### src/rtl/hc21_ste_busarb.sv
`default_nettype none
// +--------------------------------------------------------------------------+
// | Module      : hc21_ste_busarb                                            |
// | Description : STE bus-master arbiter and CPU bus-handover sequencer.     |
// |               Requests the bus from the on-card CPU, grants one of two   |
// |               backplane masters round-robin, hands the bus back on       |
// |               release.                                                   |
// |               Optional macro HC21_ARB_TIMEOUT_EN adds a grant watchdog,  |
// |               per-requester lockout and the bus_timeout pulse output.    |
// | Revision    : 1.0 - initial release                                      |
// +--------------------------------------------------------------------------+
module hc21_ste_busarb #(
    parameter int TIMEOUT_CYCLES = 4096,
    parameter int CNT_W          = $clog2(TIMEOUT_CYCLES)
) (
    input  logic       sysclk,
    input  logic       reset,
    input  logic [1:0] busrq_n,
    input  logic       cpu_busak_n,
    output logic       cpu_busrq_n,
    output logic [1:0] busak_n,
    output logic       grant_id,
    output logic       bus_busy
`ifdef HC21_ARB_TIMEOUT_EN
    ,
    output logic       bus_timeout
`endif
);

    localparam logic [2:0] c_st_idle     = 3'd0;
    localparam logic [2:0] c_st_req_cpu  = 3'd1;
    localparam logic [2:0] c_st_grant    = 3'd2;
    localparam logic [2:0] c_st_release  = 3'd3;
    localparam logic [2:0] c_st_wait_cpu = 3'd4;

    // Elaboration-time sanity check on the watchdog length
    if (TIMEOUT_CYCLES < 2 || CNT_W < 1) begin : g_cfg_check
        $error("hc21_ste_busarb: TIMEOUT_CYCLES must be 2 or more");
    end

    logic [1:0] r_req_meta;
    logic [1:0] r_req_s;
    logic       r_ack_s;
    logic [2:0] r_state;
    logic [2:0] w_state_nxt;
    logic       r_last_grant;
    logic       r_grant_id;
    logic       r_cpu_busrq_n;
    logic [1:0] r_busak_n;
    logic       r_bus_busy;
    logic [1:0] w_elig;
    logic       w_winner;
    logic       w_enter_grant;
    logic       w_gid_nxt;
    logic       w_cpu_busrq_n_nxt;
    logic [1:0] w_busak_n_nxt;
    logic       w_bus_busy_nxt;

    // Two-flop synchroniser for the asynchronous backplane requests, one flop for the CPU ack
    always_ff @(posedge sysclk) begin
        if (reset) begin
            r_req_meta <= 2'b00;
            r_req_s    <= 2'b00;
            r_ack_s    <= 1'b0;
        end else begin
            r_req_meta <= ~busrq_n;
            r_req_s    <= r_req_meta;
            r_ack_s    <= ~cpu_busak_n;
        end
    end

`ifdef HC21_ARB_TIMEOUT_EN
    logic [1:0]       r_lockout;
    logic [CNT_W-1:0] r_cnt;
    logic             r_bus_timeout;
    logic             w_to_hit;

    assign w_elig   = r_req_s & ~r_lockout;
    assign w_to_hit = (r_state == c_st_grant) && (r_cnt == CNT_W'(TIMEOUT_CYCLES - 1));

    // Grant watchdog: count GRANT cycles, lock out a requester that overstays until it lets go
    always_ff @(posedge sysclk) begin
        if (reset) begin
            r_cnt         <= '0;
            r_lockout     <= 2'b00;
            r_bus_timeout <= 1'b0;
        end else begin
            r_bus_timeout <= w_to_hit;
            if (w_enter_grant) begin
                r_cnt <= '0;
            end else if (r_state == c_st_grant) begin
                r_cnt <= r_cnt + 1'b1;
            end
            // Setting wins over the clear so a forced-off requester is always locked at least once
            r_lockout <= (r_lockout & r_req_s) |
                         (w_to_hit ? (r_grant_id ? 2'b10 : 2'b01) : 2'b00);
        end
    end

    assign bus_timeout = r_bus_timeout;
`else
    assign w_elig = r_req_s;
`endif

    // Next-state, winner selection and next registered output values
    always_comb begin
        w_state_nxt = r_state;
        w_winner    = 1'b0;
        if (w_elig == 2'b10) begin
            w_winner = 1'b1;
        end else if (w_elig == 2'b11) begin
            w_winner = ~r_last_grant;
        end

        case (r_state)
            c_st_idle: begin
                if (|w_elig) w_state_nxt = c_st_req_cpu;
            end
            c_st_req_cpu: begin
                if (r_ack_s) w_state_nxt = (|w_elig) ? c_st_grant : c_st_release;
            end
            c_st_grant: begin
                // A CPU ack drop here is a protocol violation and is deliberately ignored
                if (!r_req_s[r_grant_id]) w_state_nxt = c_st_release;
`ifdef HC21_ARB_TIMEOUT_EN
                if (w_to_hit) w_state_nxt = c_st_release;
`endif
            end
            c_st_release: begin
                w_state_nxt = c_st_wait_cpu;
            end
            c_st_wait_cpu: begin
                if (!r_ack_s) w_state_nxt = c_st_idle;
            end
            default: begin
                w_state_nxt = c_st_idle;
            end
        endcase

        w_enter_grant     = (r_state == c_st_req_cpu) && (w_state_nxt == c_st_grant);
        w_gid_nxt         = w_enter_grant ? w_winner : r_grant_id;
        w_cpu_busrq_n_nxt = !((w_state_nxt == c_st_req_cpu) || (w_state_nxt == c_st_grant));
        w_busak_n_nxt     = 2'b11;
        if (w_state_nxt == c_st_grant) begin
            w_busak_n_nxt = w_gid_nxt ? 2'b01 : 2'b10;
        end
        w_bus_busy_nxt    = (w_state_nxt != c_st_idle);
    end

    // State register plus output registers loaded from the next-state decode
    always_ff @(posedge sysclk) begin
        if (reset) begin
            r_state       <= c_st_idle;
            r_last_grant  <= 1'b1;
            r_grant_id    <= 1'b0;
            r_cpu_busrq_n <= 1'b1;
            r_busak_n     <= 2'b11;
            r_bus_busy    <= 1'b0;
        end else begin
            r_state       <= w_state_nxt;
            r_grant_id    <= w_gid_nxt;
            if (w_enter_grant) r_last_grant <= w_winner;
            r_cpu_busrq_n <= w_cpu_busrq_n_nxt;
            r_busak_n     <= w_busak_n_nxt;
            r_bus_busy    <= w_bus_busy_nxt;
        end
    end

    assign cpu_busrq_n = r_cpu_busrq_n;
    assign busak_n     = r_busak_n;
    assign grant_id    = r_grant_id;
    assign bus_busy    = r_bus_busy;

endmodule
`default_nettype wire

### config.mk
export PLATFORM = sky130hd
export DESIGN_NAME = hc21_ste_busarb
export DESIGN_NICKNAME = d
export VERILOG_FILES = /design/src/rtl/hc21_ste_busarb.sv
export SDC_FILE = /design/constraint.sdc
export NUM_CORES = 1
export LEC_CHECK = 0
export ABC_AREA = 1
export ABC_CLOCK_PERIOD_IN_PS = 2070
export CORE_AREA = 4 4 41 43
export CTS_CLUSTER_SIZE = 28
export DETAILED_ROUTE_END_ITERATION = 6
export DIE_AREA = 0 0 45 47
export DONT_BUFFER_PORTS = 1
export PLACE_DENSITY = 0.65
export SLEW_MARGIN = 20
export SYNTH_ARGS = -nofsm -noshare
export SYNTH_HDL_FRONTEND = slang
export SYNTH_SLANG_ARGS = --single-unit
export TNS_END_PERCENT = 30
### constraint.sdc
create_clock -name sysclk -period 2.07 [get_ports sysclk]
set_input_delay 0.414 -clock sysclk [delete_from_list [all_inputs] [get_ports sysclk]]
set_output_delay 0.414 -clock sysclk [all_outputs]
set_load 0.05 [all_outputs]
Yosys cells after proc, flatten, opt, wreduce, memory -nomap -nowiden
Index checks and enable logic that the tools add are counted.
- register bits after elaboration: 14
- input bits: 5
- logic and storage cells: 41
- $lt $le $gt $ge: 1
- equality and inequality tests: 8
- muxes and demuxes: 12
- bitwise logic cells: 4
- reductions and logical operators: 7
- operator list (kind ; number):
    3-bit case mux with 5 select lines ; 1
    3-bit two-way mux ; 4
    3-bit by 2-bit equality test with 1-bit output, second input constant ; 3
    3-bit by 1-bit equality test with 1-bit output, second input constant ; 2
    1-bit two-way mux ; 6
    2-bit equality test, second input constant ; 2
    2-bit OR reduction ; 2
    3-bit equality test, second input constant ; 1
    3-bit zero test ; 1
    1-bit inverter ; 3
    3-bit nonzero test ; 1
    1-bit by 2-bit < comparator with 1-bit output, second input constant ; 1
    2-bit two-way mux ; 1
    2-bit inverter ; 1
    1-bit logical AND ; 1
    1-bit zero test ; 1
    1-bit logical OR ; 1

Logic depth before layout (Yosys ltp)
- depth after elaboration: 8
- mapped depth: 9
- gate-level depth less buffers: 9

Least setup slack after synthesis
No wires, ideal clock.
- path type: reg-to-reg
- start: register r_grant_id, in the netlist grant_id
- end: register r_busak_n[0], in the netlist busak_n[0]
- library setup time: 0.117 ns
- arrival: 1.326 ns
- required time: 1.953 ns
- path slack: 0.626 ns
- cell stages (with the launch flop): 8
- buffers on the path: 0
- cells stage by stage: dfxtp_1 > nand2_1 > o21ai_2 > nor2_1 > nor2_4 > nand4_1 > nand2_1 > nand2_1
- word-level cells in the longest chain between the ends: 8
- elaborated cells between the ends (all ways): 10
- those cells by class: eq/ne: 1; mux: 6; bitwise: 1; reduce/logical: 2
- RTL lines (item ; RTL line ; text):
    start, declared ; 47 ; logic r_grant_id;
    start signal, assigned ; 161 ; r_grant_id <= w_gid_nxt;
    1-bit two-way mux (not written as such) (2 in a row) ; 124 ; if (!r_req_s[r_grant_id]) w_state_nxt = c_st_release;
    3-bit two-way mux ; 124 ;
    3-bit case mux with 5 select lines ; 115 ; case (r_state)
    3-bit by 2-bit equality test with 1-bit output ; 140, 144 ;
    1-bit logical AND ; 140 ; w_enter_grant = (r_state == c_st_req_cpu) && (w_state_nxt == c_st_grant);
    1-bit two-way mux ; 141 ; w_gid_nxt = w_enter_grant ? w_winner : r_grant_id;
    2-bit two-way mux ; 145 ; w_busak_n_nxt = w_gid_nxt ? 2'b01 : 2'b10;
    end signal, assigned ; 164 ; r_busak_n <= w_busak_n_nxt;
    end, declared ; 49 ; logic [1:0] r_busak_n;
Parallel ways exist; a longest one is shown, timed or not. The select of a mux whose other input is x is not followed.
A chain may end at the register's enable or synchronous reset.

Worst setup path in the final report
- start: register r_busak_n[1], in the netlist busak_n[1]
- end: output port busak_n[1]
- RTL lines (item ; RTL line ; text):
    end, declared ; 21 ; output logic [1:0] busak_n,
No word-level cell between the ends.

==> flow_metrics.tcl <==
set metrics [dict create \
    whs_ps 199.4 \
    nNetsFinal 90 \
    grt_max_degree 13 \
    fp.dieH_um 47 \
    first_pass_iters 4 \
    p_leak_nw 0.2806 \
    die-area_um2 2115 \
    cp_max_fo 1 \
    io-pin-count 10 \
    initial_core_util 0.4471 \
    regArea_um2 280.3 \
    synth_mux_area_frac 0 \
    synth_area_leaders "dfxtp_1 48%, nor2_1 11%, inv_1 8.4%" \
    slew_headroom 0.6769 \
    slew_violations 0 \
    powerDensity_nw_per_um2 826.1 \
    required_ps 1660 \
    first_global_vias 415 \
    wl_per_cell_um 9.847 \
    post-route-period-util 0.6333 \
    htree_levels 1 \
    synth_top_cell_by_area "dfxtp_1" \
    num_rows 13 \
    drt_iter0_markers 7 \
    grt-ovfl-total 0 \
    async_flop_share 0 \
    final.setup.tns_ps 0 \
    crit_path_end_kind "output port" \
    top_usage_layer "met2" \
    drive_above_1_share 0.1566 \
    holdCritPathClass "in -> reg" \
    cp-start-kind "flop" \
    worst_pin_slew_ps 483.9 \
    postCtsSetupBuffers 0 \
    synth-xor-area-share 0 \
    synth_compound_area_frac 0.06022 \
    cts_resized 0 \
    ys_seq_area_frac 0.4817 \
    dpl.hpwl_um 783 \
    cts_root_buf "clkbuf_4" \
    yosysTopAreaCellShare 0.4817 \
    ir_drop_mv 0.3710 \
    cts_sinks 14 \
    synthesis.area_um2 581.8 \
    clk_latency_ps 270 \
    final_core_util 0.4817 \
    power_uw 517.8 \
    path_clk_slew_ps 70 \
    io_buffers 0 \
    maxCapViolations 0 \
    critical_path_arrival_ps 900 \
    synth_most_common_cell "nor2_1" \
    vias 461 \
    synth-simple-area-share 0.3613 \
    grtUsageTotal 0.1145 \
    syn_inst 80 \
    finalHoldViolations 0 \
    synth_flop_cell "dfxtp_1" \
    grt_pass1_wl_um 1718 \
    setup_viol 0 \
    crit_type "reg -> out" \
    cts_tree "yes" \
    core_um2 1301 \
    synth-seq-cells 14 \
    post_drt_via_cell_ratio 4.704 \
    fmax_ghz 0.7628 \
    grt_use_met3 0.04598 \
    multi_input_area_um2 245.2 \
    drtAntennaViolNets 0 \
    cts_hold_buf 0 \
    netlist_top_cells_count "17 x nor2_1, 14 x dfxtp_1, 13 x inv_1, 12 x nand2_1, 6 x nand3_1" \
    syn_nets 85 \
    place_inst 95 \
    drc_errors 0 \
    status "completed" \
    antenna_cells 0 \
    synth_warnings 0 \
    synth_edf_count 0 \
    gr-usage-met1 0.1435 \
    min_period_ps 1311 \
    area_growth_syn_to_layout_pct 7.742 \
    synth_area_per_cell_um2 7.273 \
    fillerInstances 128 \
    synth_top_family_by_area "simple AND/OR/NAND/NOR gates" \
    antenna_found_initial 0 \
    place_congestion 0.7561 \
    clock_path_buffers 2 \
    rsz0062_at_grt "false" \
    routed_wl_um 965 \
    clock_skew_ps 0.3655 \
    synth_fa_ha_area_frac 0 \
    die_w_um 45 \
    numCtsBuffers 3 \
    synth_cell_types 16 \
    use_met2 0.1723 \
    final_cell_count_no_fill 98 \
]
## power by group
group / leakage [nW] / switching, mW / internal, mW / total, mW
Combinational: 0.152 / 0.0397 / 0.0207 / 0.0604
Sequential: 0.115 / 0.0284 / 0.284 / 0.312
Clock: 0.0138 / 0.0779 / 0.0673 / 0.145
## kinds of logic (layout without fill, tap and decap cells)
logic type | after synthesis | in the layout
and+or+nand+nor | 45 | 45
buffers and inverters | 15 | 18
DFF | 14 | 14
AOI/OAI and AO/OA | 6 | 6
## path summary, 6_finish.rpt
| check | startpoint | to | slack (ps) | cells past startpoint |
|---|---|---|---|---|
| worst max register to register | r_req_s[0]$_SDFF_PP0_ | busak_n[0]$_SDFF_PP1_ | 860 | 9 |
| worst min-delay path | cpu_busak_n | r_ack_s$_SDFF_PP0_ | 200 | 1 |
| worst min register to register | r_req_meta[0]$_SDFF_PP0_ | r_req_s[0]$_SDFF_PP0_ | 410 | 2 |
| worst max-delay path | busak_n[1]$_SDFF_PP1_ | busak_n[1] | 760 | 0 |
## sequential cells by signal (all words and copies together), names as in the netlist
register and cells:
r_state 3, cpu_busrq_n 1, r_last_grant 1, busak_n 2, r_req_s 2, bus_busy 1, r_req_meta 2, grant_id 1
r_ack_s 1
## per-stage QoR
step                      instance area [µm²]  worst slack (ps)
after floorplan                         581.8             626.1
after global placement                  604.3             835.5
after CTS                               626.9             750.0
after detailed placement                604.3             867.1
after global routing                    626.9             673.4
final                                   626.9             759.1
## final cells by class
class                      instances  area share
clock buffer                       3     0.03593
inverter                          14     0.08383
multi-input combinational         51      0.3912
sequential                        14      0.4471
tap                               15     0.02994
timing repair buffer               1     0.01198
## routing by layer
metal / vias up / wire [µm]
met4: 0 / 14
li1: 253 / -
met3: 2 / 52
met5: - / 0
met1: 197 / 468
met2: 9 / 429
## placed cells by master, fill, tap and decap left out
cell type and instances:
a21oi_1 1, a31oi_1 1, buf_4 1, clkbuf_4 3
dfxtp_1 14, inv_1 13, inv_2 1, nand2_1 12
nand2_2 2, nand3_1 6, nand4_1 3, nor2_1 17
nor2_2 3, nor2_4 1, nor3_2 1, o21ai_0 3
o21ai_2 1
No activity file was read; power rests on OpenSTA's default activity.
